--- src/rtl/logic_op_pipe.sv ---
// WIDTH-bit bitwise logic unit: 8 opcode-selected functions behind a 2-stage valid/ready pipeline,
// with a built-in sweep that replays every {a,b} row of every op into a 32-bit truth-table word.
module logic_op_pipe #(
  parameter int WIDTH = 8
) (
  input  logic             clk,
  input  logic             rst,
  input  logic             in_valid,
  output logic             in_ready,
  input  logic [WIDTH-1:0] in_a,
  input  logic [WIDTH-1:0] in_b,
  input  logic [2:0]       in_op,
  output logic             out_valid,
  input  logic             out_ready,
  output logic [WIDTH-1:0] out_y,
  output logic             out_zero,
  input  logic             sweep_start,
  output logic             sweep_busy,
  output logic             sweep_done,
  output logic [31:0]      sweep_tt,
  output logic             sweep_err
);

  localparam logic [1:0] ST_IDLE  = 2'd0;
  localparam logic [1:0] ST_RUN   = 2'd1;
  localparam logic [1:0] ST_DRAIN = 2'd2;
  localparam logic [1:0] ST_DONE  = 2'd3;

  localparam logic [2:0] OP_AND   = 3'd0;
  localparam logic [2:0] OP_OR    = 3'd1;
  localparam logic [2:0] OP_XOR   = 3'd2;
  localparam logic [2:0] OP_NAND  = 3'd3;
  localparam logic [2:0] OP_NOR   = 3'd4;
  localparam logic [2:0] OP_XNOR  = 3'd5;
  localparam logic [2:0] OP_NOT_A = 3'd6;

  localparam logic [31:0] TT_GOLDEN = 32'hC39176E8;

  function automatic logic [WIDTH-1:0] f_logic(input logic [2:0] op,
                                               input logic [WIDTH-1:0] a,
                                               input logic [WIDTH-1:0] b);
    case (op)
      OP_AND:   return a & b;
      OP_OR:    return a | b;
      OP_XOR:   return a ^ b;
      OP_NAND:  return ~(a & b);
      OP_NOR:   return ~(a | b);
      OP_XNOR:  return ~(a ^ b);
      OP_NOT_A: return ~a;
      default:  return a;
    endcase
  endfunction

  // State
  logic [1:0]       r_state;
  logic [4:0]       r_k;
  logic [4:0]       r_cap_idx;
  logic             r_s0_valid;
  logic             r_s0_sweep;
  logic [WIDTH-1:0] r_s0_a;
  logic [WIDTH-1:0] r_s0_b;
  logic [2:0]       r_s0_op;
  logic             r_out_valid;
  logic [WIDTH-1:0] r_out_y;
  logic             r_out_zero;
  logic             r_s1_sweep;
  logic [WIDTH-1:0] r_sw_res;
  logic [31:0]      r_sweep_tt;
  logic             r_sweep_done;
  logic             r_sweep_err;

  // Combinational
  logic             w_s1_load;
  logic             w_s0_load;
  logic             w_start_ok;
  logic             w_accept_window;
  logic             w_xfer;
  logic             w_issue;
  logic [WIDTH-1:0] w_alu_y;
  logic             w_sw_bits_ok;
  logic             w_last_cap;
  logic [31:0]      w_tt_next;

  assign w_s1_load       = !r_out_valid || out_ready;
  assign w_s0_load       = !(r_s0_valid || r_s0_sweep) || w_s1_load;
  assign w_start_ok      = (r_state == ST_IDLE) && sweep_start && !r_s0_valid && !r_out_valid;
  assign w_accept_window = (r_state == ST_IDLE) || (r_state == ST_DONE);
  // An accepted start wins over a same-cycle beat so the sweep always sees an empty pipeline.
  assign in_ready        = w_accept_window && !w_start_ok && (!r_s0_valid || w_s1_load);
  assign w_xfer          = in_valid && in_ready;
  assign w_issue         = (r_state == ST_RUN) && w_s0_load;
  assign w_alu_y         = f_logic(r_s0_op, r_s0_a, r_s0_b);
  assign w_sw_bits_ok    = (&r_sw_res) || !(|r_sw_res);
  assign w_last_cap      = r_s1_sweep && (r_cap_idx == 5'd31);

  // NOTE: every variable written in always_comb gets a default first, so no latch is inferred.
  always_comb begin
    w_tt_next = r_sweep_tt;
    if (r_s1_sweep) w_tt_next[r_cap_idx] = r_sw_res[0];
  end

  // NOTE: sequential state uses non-blocking assignments so every register samples pre-edge values.
  always_ff @(posedge clk) begin
    if (rst) begin
      r_s0_valid <= 1'b0;
      r_s0_sweep <= 1'b0;
      r_s0_a     <= '0;
      r_s0_b     <= '0;
      r_s0_op    <= '0;
    end else if (w_s0_load) begin
      r_s0_valid <= w_xfer;
      r_s0_sweep <= w_issue;
      if (w_issue) begin
        r_s0_a  <= {WIDTH{r_k[1]}};
        r_s0_b  <= {WIDTH{r_k[0]}};
        r_s0_op <= r_k[4:2];
      end else if (w_xfer) begin
        r_s0_a  <= in_a;
        r_s0_b  <= in_b;
        r_s0_op <= in_op;
      end
    end
  end

  // Sweep results live in their own register so out_y keeps its last external value.
  always_ff @(posedge clk) begin
    if (rst) begin
      r_out_valid <= 1'b0;
      r_out_y     <= '0;
      r_out_zero  <= 1'b0;
      r_s1_sweep  <= 1'b0;
      r_sw_res    <= '0;
    end else if (w_s1_load) begin
      r_out_valid <= r_s0_valid;
      r_s1_sweep  <= r_s0_sweep;
      if (r_s0_valid) begin
        r_out_y    <= w_alu_y;
        r_out_zero <= ~(|w_alu_y);
      end
      if (r_s0_sweep) r_sw_res <= w_alu_y;
    end
  end

  always_ff @(posedge clk) begin
    if (rst) begin
      r_state      <= ST_IDLE;
      r_k          <= '0;
      r_cap_idx    <= '0;
      r_sweep_tt   <= '0;
      r_sweep_done <= 1'b0;
      r_sweep_err  <= 1'b0;
    end else begin
      if (r_s1_sweep) begin
        r_sweep_tt <= w_tt_next;
        r_cap_idx  <= r_cap_idx + 5'd1;
        if (!w_sw_bits_ok) r_sweep_err <= 1'b1;
      end
      case (r_state)
        ST_IDLE: begin
          if (w_start_ok) begin
            r_state      <= ST_RUN;
            r_k          <= '0;
            r_cap_idx    <= '0;
            r_sweep_tt   <= '0;
            r_sweep_done <= 1'b0;
            r_sweep_err  <= 1'b0;
          end
        end
        ST_RUN: begin
          if (w_issue) begin
            r_k <= r_k + 5'd1;
            if (r_k == 5'd31) r_state <= ST_DRAIN;
          end
        end
        ST_DRAIN: begin
          // Final golden compare folds in the bit being captured on this same edge.
          if (w_last_cap) begin
            r_state      <= ST_DONE;
            r_sweep_done <= 1'b1;
            r_sweep_err  <= r_sweep_err || !w_sw_bits_ok || (w_tt_next != TT_GOLDEN);
          end
        end
        default: r_state <= ST_IDLE;
      endcase
    end
  end

  assign out_valid  = r_out_valid;
  assign out_y      = r_out_y;
  assign out_zero   = r_out_zero;
  assign sweep_busy = (r_state == ST_RUN) || (r_state == ST_DRAIN);
  assign sweep_done = r_sweep_done;
  assign sweep_tt   = r_sweep_tt;
  assign sweep_err  = r_sweep_err;

endmodule

--- config.mk ---
export PLATFORM = sky130hd
export DESIGN_NAME = logic_op_pipe
export DESIGN_NICKNAME = d
export VERILOG_FILES = /design/src/rtl/logic_op_pipe.sv
export SDC_FILE = /design/constraint.sdc
export NUM_CORES = 1
export LEC_CHECK = 0
export CAP_MARGIN = 0
export CORE_MARGIN = 10
export CORE_UTILIZATION = 55
export CTS_CLUSTER_SIZE = 20
export DETAILED_ROUTE_END_ITERATION = 10
export HOLD_SLACK_MARGIN = 0.03
export PLACE_DENSITY = 0.8
export SLEW_MARGIN = 0
export SYNTH_ARGS = -nofsm -noshare
export SYNTH_HDL_FRONTEND = slang
export SYNTH_SLANG_ARGS = --single-unit
--- constraint.sdc ---
create_clock -name clk -period 3.08 [get_ports clk]
set_input_delay 0.616 -clock clk [delete_from_list [all_inputs] [get_ports clk]]
set_output_delay 0.616 -clock clk [all_outputs]
set_load 0.05 [all_outputs]
==> summary.txt, run 1 <==
Clocking
  – Htree depth: 3
  – Clock-pin slew of the registers on the worst-case setup and hold paths: 90 ps
  – Post-CTS sizing: 0
  – Postcts setup bufs: 0
  – Post-CTS Hold Buffers: 0
  – Clock latency of the later-clocked register in the worst-skew pair: 370 ps
  – Clock sink count: 86
  – Number of clock buffers inserted by TritonCTS: 9
  – CTS tree: built
  – CTS max path bufs: 2
  – Clock tree root buffer cell: clkbuf_8

Global routing
  – Overall track demand over capacity in global routing: 0.189
  – Total grt overflow: 0
  – Wire length of the first global-routing pass: 21.0 mm
  – Via count of the first global-routing pass: 4418
  – Antenna violations before repair: 0
  – Largest net degree at the start of global routing: 38

Routing
  – Post-DR vias/cell: 5.96
  – Number of DRC markers after the initial detailed-route iteration: 294
  – Routed length per instance: 16.0 um
  – DRT Pass-1 Iters: 5
  – Post-route DRC: 0
  – Detail Route Antenna Nets: 0
  – Aggregate routed wire length: 12.5 mm
  – Via count: 4666

Die
  – Core Region: 8760 um2
  – Row cnt: 34
  – Die Width: 115 um
  – Starting density of the core: 0.566
  – IO Count: 70
  – Die height: 115 um
  – DIE AREA: 13200 um2

Timing
  – Sum of negative setup slack: 0 ps
  – Count of endpoints failing setup in the final report: 0
  – Actual transition at the worst max-transition pin: 1080 ps
  – Worst setup skew after layout: 9.38 ps
  – Total count of max-transition violations in the final report: 0
  – Maximum clock frequency: 0.384 GHz
  – Post-route fraction of the period consumed by the critical path: 0.846
  – Relative slew margins: 0.278
  – Fin crit period: 2600 ps
  – Total count of hold-check failures in the final report: 0
  – RSZ-0062 raised after global routing: no

Worst setup path
  – CP Max Fanout: 10
  – Crit path from: r_cap_idx[0]$_SDFF_PP0_
  – Reg-to-Reg Start: r_cap_idx[0]$_SDFF_PP0_
  – Setup crit start kind: flop
  – CP Class: reg -> reg
  – Cell count of the worst reg-to-reg path: 8
  – Kind of end point of the critical path: flop
  – Reg2Reg Capture Point: sweep_err$_SDFF_PP0_
  – Worst endpoint required time: 3320 ps
  – Data arrival time at the worst-slack endpoint: 2850 ps
  – Setup slack of the worst register-to-register path: 480 ps

Placement
  – Port bufs: 69
  – Half-perimeter wire length after detailed placement: 9.22 mm
  – Global placer's final weighted congestion: 0.921

Synthesis
  – Total nets after synthesis: 671
  – Synthesized area: 4960 um2
  – Portion of the post-synthesis area used by sequential elements: 0.347
  – Syn avg cell area: 8.01 um2
  – Number of enable-type register cells in the synthesized netlist: 0
  – Largest area contributor in the synthesized netlist: dfxtp_1
  – Most used DFF post-synth: dfxtp_1
  – Synth warnings: 0
  – Count of cell types in the netlist: 62
  – Seq cells post-synth: 86
  – Synthesized netlist cell count: 619
  – Cells taking the most area after synthesis: dfxtp_1 (35%), ha_1 (7.1%), nand2_1 (6.2%), nor2_1 (6.0%), mux2i_1 (5.0%)
  – Proportion of netlist area held by the largest area contributor: 0.347
  – Ys async rst share: 0

Final layout
  – Multi-input combinational cell area: 2960 um2
  – Fraction of final layout cells with drive strength greater than 1: 0.0741
  – Commonest cells after routing, fill and taps aside: dfxtp_1 (86), nand2_1 (82), nor2_1 (79), clkdlybuf4s50_1 (68), a21oi_1 (49)
  – Count of fill cells added during filler insertion: 736
  – Layout Utilization: 0.670
  – ANT cells: 0
  – Leading cell type in the layout, fill and taps excluded: dfxtp_1
  – Layout area overhead: 18.5%
  – Sequential Area: 1720 um2
  – Total Nets Final: 723

Pwr
  – Power density over cell area: 708 nW/um2
  – Combinational power share: 0.461
  – LEAKAGE: 2.08 nW
  – Net Switching: 0.00174 W
  – Max rail drop VDD: 0.000762 V
  – Part of the total power dissipated in sequential elements: 0.371
  – Switching part of the total: 0.419
  – Cell-internal power: 0.00242 W
  – Clock share of power: 0.168

Job
  – Number of maximum-capacitance constraint violations: 0

Run status
  – Status: complete, no violations

Worst hold path
  – Hold Path Depth: 2
  – Worst hold path class: reg -> reg
  – Hold worst-path end: sweep_tt[7]$_SDFF_PP0_
  – Origin of the worst min-delay path: sweep_tt[7]$_SDFF_PP0_
[cells by family (layout without fill, tap and decap cells)]
kind of cell,Yosys count,after routing,synth area share
AND/OR/NAND/NOR,233,233,0.215
AO/OA/AOI/OAI,159,159,0.202
flip-flops,86,86,0.347
buffers and inverters,68,124,0.0560
multiplexers,42,42,0.103
adder cells (fa/ha/maj),28,28,0.0707
XOR/XNOR,3,3,0.00530
[synthesized netlist by cell type (11+ instances only)]
cell	n
a211oi_1	12
a21oi_1	49
a31oi_1	20
buf_2	12
clkbuf_1	22
dfxtp_1	86
ha_1	28
inv_1	26
mux2_2	11
mux2i_1	25
nand2_1	82
nand3_1	18
nor2_1	79
o21ai_0	33
[state kept, by name (all words and copies together) (netlist names)]
signal / flops
sweep_tt: 32
out_y: 8
r_s0_a: 8
r_s0_b: 8
r_sw_res: 8
r_cap_idx: 5
r_k: 5
r_s0_op: 3
r_state: 2
out_valid: 1
out_zero: 1
r_s0_sweep: 1
r_s0_valid: 1
r_s1_sweep: 1
sweep_done: 1
sweep_err: 1
[worst max-delay path by stage]
| stage | endpoint | slack (ps) | cells past startpoint |
|---|---|---|---|
| floorplan | in_ready | 530 | 4 |
| global placement | r_s0_op[1]$_SDFFE_PP0P_ | 390 | 7 |
| detailed placement | r_s0_op[1]$_SDFFE_PP0P_ | 280 | 7 |
| CTS | sweep_busy | 470 | 3 |
| global route | sweep_err$_SDFF_PP0_ | 330 | 8 |
| finish | sweep_err$_SDFF_PP0_ | 480 | 8 |
[per-layer routing]
layer  track usage  vias to the layer above  share of wire
met5             0                        -              0
met4        0.0635                        0          0.016
met3        0.0500                       17          0.070
met2         0.313                      167           0.48
met1         0.233                     2187           0.43
li1              -                     2295              -
[worst max-delay path, stage by stage (launching register included)]
cell,delay [ps]
dfxtp_1,460
inv_1,110
ha_1,310
nand2_1,340
a21oi_1,120
o32a_1,300
or4_1,480
nor3_1,260
a31oi_1,120
[final cells by class]
cell class / instances / area share
Sequential cell: 86 / 0.293
Clock inverter: 4 / 0.00426
Timing Repair Buffer: 83 / 0.137
Multi-Input combinational cell: 465 / 0.503
Tap cell: 108 / 0.0230
Clock buffer: 11 / 0.0224
Inverter: 26 / 0.0166
[power by group through the flow]
stage,clock (W),combinational (W),sequential [W]
after floorplan,0,0.00144,0.00152
after global placement,0,0.00182,0.00154
after detailed placement,0,0.00192,0.00156
after CTS,0.000703,0.00192,0.00154
after global routing,0.000757,0.00214,0.00157
final,0.000699,0.00192,0.00154
[stage by stage]
stage | setup WS [ps] | cells | total power [W] | cell area [um2] | hold slack [ps]
6_report | 475 | 783 | 0.00416 | 5870 | 482
2_1_floorplan | 527 | 619 | 0.00296 | 4960 | 450
3_3_place_gp | 388 | 768 | 0.00336 | 5720 | 460
4_1_cts | 468 | 783 | 0.00416 | 5870 | 485
5_1_grt | 327 | 783 | 0.00447 | 5870 | 505
3_5_place_dp | 282 | 768 | 0.00348 | 5720 | 474
Note: power is estimated with default switching activity, not from simulation.
==> run 2: changes to the inputs <==
==> constraint.sdc (replaced) <==
create_clock -name clk -period 2.4 [get_ports clk]
set_input_delay 0.48 -clock clk [delete_from_list [all_inputs] [get_ports clk]]
set_output_delay 0.48 -clock clk [all_outputs]
set_load 0.05 [all_outputs]
==> run 2 against run 1 <==
  * Non-clock buffer count rose by 15
  * Sequential power up 25%
  * Die area unchanged
  * Power is 36% higher
  * Clock power up 63%
  * Clock skew up 3.6 ps
  * Global-route usage hardly changed
  * Highest routed layer unchanged
  * Count of clock-buffer cells in the layout did not move
  * Sequential share of layout area is 0.87 points lower
  * Routed wire length up 3.1%
  * Critical path depth shrank 3
  * Register-to-register slack worse by 310 ps
==> summary.txt, run 2 (synthesis results as in run 1) <==
Worst setup path
  – CP Max Fanout: 4 (-6)
  – CP Class: reg -> out
  – Critical Path, Cell by Cell: inv_1 > ha_1 > nand2b_1 > a21oi_2 > buf_12
  – Data arrival time at the worst-slack endpoint: 1760 ps (-1090 ps)
  – Slowest stage cell on the critical path: dfxtp_1
  – Setup slack of the worst register-to-register path: 170 ps (-310 ps)
  – Kind of end point of the critical path: output port
  – Crit-path max cell delay: 390 ps (-90 ps)
  – Worst endpoint required time: 1920 ps (-1400 ps)
  – Setup crit start kind: flop

Timing
  – Least setup slack across all paths after layout: 161 ps (-314 ps)
  – Count of endpoints failing setup in the final report: 0 (unchanged)
  – Post-route fraction of the period consumed by the critical path: 0.933
  – Total count of max-transition violations in the final report: 0 (unchanged)
  – Sum of negative setup slack: 0 ps (unchanged)
  – Maximum clock frequency: 0.447 GHz
  – Relative slew margins: 0.401 (+0.123)
  – Actual transition at the worst max-transition pin: 876 ps (-204 ps)
  – Worst setup skew after layout: 13.0 ps (+3.60 ps)
  – Total count of hold-check failures in the final report: 0 (unchanged)
  – Fin crit period: 2240 ps

Clocking
  – Clock sink count: 86 (unchanged)
  – CTS tree: built
  – Clock tree root buffer cell: clkbuf_8
  – Clock-pin slew of the registers on the worst-case setup and hold paths: 90 ps (about the same)
  – CTS max path bufs: 2 (unchanged)
  – Number of clock buffers inserted by TritonCTS: 9 (unchanged)
  – Post-CTS Hold Buffers: 0 (unchanged)
  – Clock latency of the later-clocked register in the worst-skew pair: 360 ps (about the same)
  – Htree depth: 3 (unchanged)

Final layout
  – Commonest cells after routing, fill and taps aside: nand2_1 (82), dfxtp_1 (80), nor2_1 (79), clkdlybuf4s50_1 (67), a21oi_1 (48)
  – ANT cells: 0 (unchanged)
  – Post-route design area: 6080 um2 (+3.5%)
  – Count of fill cells added during filler insertion: 728 (-1.1%)
  – Sequential Area: 1730 um2 (+0.44%)
  – Fraction of final layout cells with drive strength greater than 1: 0.113 (+0.0388)
  – Layout area overhead: 22.6%
  – Total Nets Final: 738 (+2.1%)
  – Number of flip-flops in the largest register: 32 (unchanged)
  – Final non-filler cell total: 799 (+2.0%)
  – Leading cell type in the layout, fill and taps excluded: nand2_1
  – Multi-input combinational cell area: 2980 um2 (+0.68%)

Die
  – Die height: 115 um (unchanged)
  – Die Width: 115 um (unchanged)
  – Row cnt: 34 (unchanged)
  – Starting density of the core: 0.566 (unchanged)
  – IO Count: 70 (unchanged)
  – Core Region: 8760 um2 (unchanged)
  – DIE AREA: 13200 um2 (unchanged)

Global routing
  – Largest net degree at the start of global routing: 41 (+7.9%)
  – Routing usage on met3: 0.0438 (-0.00625)
  – Met2 track demand over resource in global routing: 0.330 (+0.0176)
  – Most Crowded Layer GR: met2
  – Met1 track utilization from global routing: 0.219 (-0.0137)
  – Via count of the first global-routing pass: 4515 (+2.2%)
  – Antenna violations before repair: 0 (unchanged)
  – Wire length of the first global-routing pass: 21.2 mm (+0.76%)
  – Total grt overflow: 0 (unchanged)
  – Overall track demand over capacity in global routing: 0.189 (+0.000349)

Pwr
  – Max rail drop VDD: 0.000983 V (+29%)
  – LEAKAGE: 2.20 nW (+6.1%)
  – Final total power: 0.00565 W (+36%)
  – Power density over cell area: 929 nW/um2 (+31%)

Worst hold path
  – Worst hold path class: reg -> reg

Placement
  – Port bufs: 69 (unchanged)
  – Instance count after placement with tap cells included: 783 (+2.0%)
  – Pre-CTS setup slack: -33.2 ps (-315 ps)
  – Half-perimeter wire length after detailed placement: 9.60 mm (+4.1%)
  – Global placer's final weighted congestion: 0.934 (+1.4%)
  – Placed cell areas: 5830 um2 (+2.0%)

Routing
  – Routed length per instance: 16.2 um (+1.0%)
  – Via count: 4726 (+1.3%)
  – Post-route DRC: 0 (unchanged)
  – Post-DR vias/cell: 5.91 (-0.74%)
  – Aggregate routed wire length: 12.9 mm (+3.1%)
  – Number of DRC markers after the initial detailed-route iteration: 248 (-16%)
  – Detail Route Antenna Nets: 0 (unchanged)
  – DRT Pass-1 Iters: 4 (-1)

Job
  – Number of maximum-capacitance constraint violations: 0 (unchanged)

Run status
  – Status: complete, no violations
run 2: final timing paths:
path,from,to,depth (start not counted)
min reg2reg,sweep_tt[7]$_SDFF_PP0_,sweep_tt[7]$_SDFF_PP0_,2
max,r_state[0]$_SDFFE_PP0P_,in_ready,5
max reg2reg,r_cap_idx[1]$_SDFF_PP0_,sweep_err$_SDFF_PP0_,7
min,sweep_tt[7]$_SDFF_PP0_,sweep_tt[7]$_SDFF_PP0_,2
run 2: metal layers:
| layer | up-vias | wire length, um |
|---|---|---|
| li1 | 2318 | - |
| met1 | 2229 | 5540 |
| met2 | 154 | 6360 |
| met3 | 25 | 781 |
| met4 | 0 | 250 |
| met5 | - | 0 |
run 2: power breakdown:
| part | total (W) | leakage [nW] | switching [W] | internal, W |
|---|---|---|---|---|
| registers | 0.00193 | 0.701 | 0.000277 | 0.00166 |
| clock network | 0.00114 | 0.113 | 0.000519 | 0.000617 |
| logic | 0.00257 | 1.39 | 0.00145 | 0.00112 |
| total | 0.00565 | 2.20 | 0.00225 | 0.00339 |
run 2: critical path, delay by kind of cell, from the launching register on:
family | cells | cell delay [ps]
AO/OA/AOI/OAI | 1 | 220
adder cells (fa/ha/maj) | 1 | 330
buffers and inverters | 2 | 260
flip-flops | 1 | 390
AND/OR/NAND/NOR | 1 | 210
run 2: cell type report:
type,count,share of cell area
Sequential cell,86,0.284
Clock inverter,5,0.0136
Clock buffer,11,0.0233
Tap cell,108,0.0222
Timing Repair Buffer,98,0.151
Inverter,26,0.0161
Multi-Input combinational cell,465,0.490
run 2: what timing repair did:
| action | CTS | global route |
|---|---|---|
| endpoints found under the setup margin | 1 | 2 |
| resized for setup | 1 | 11 |
| setup buffers | 0 | 0 |
run 2: metrics by stage:
stage / hold slack, ps / utilization
finish: 470 / 0.694
global route: 506 / 0.694
global placement: 460 / 0.665
CTS: 473 / 0.691
detailed placement: 465 / 0.665
floorplan: 450 / -
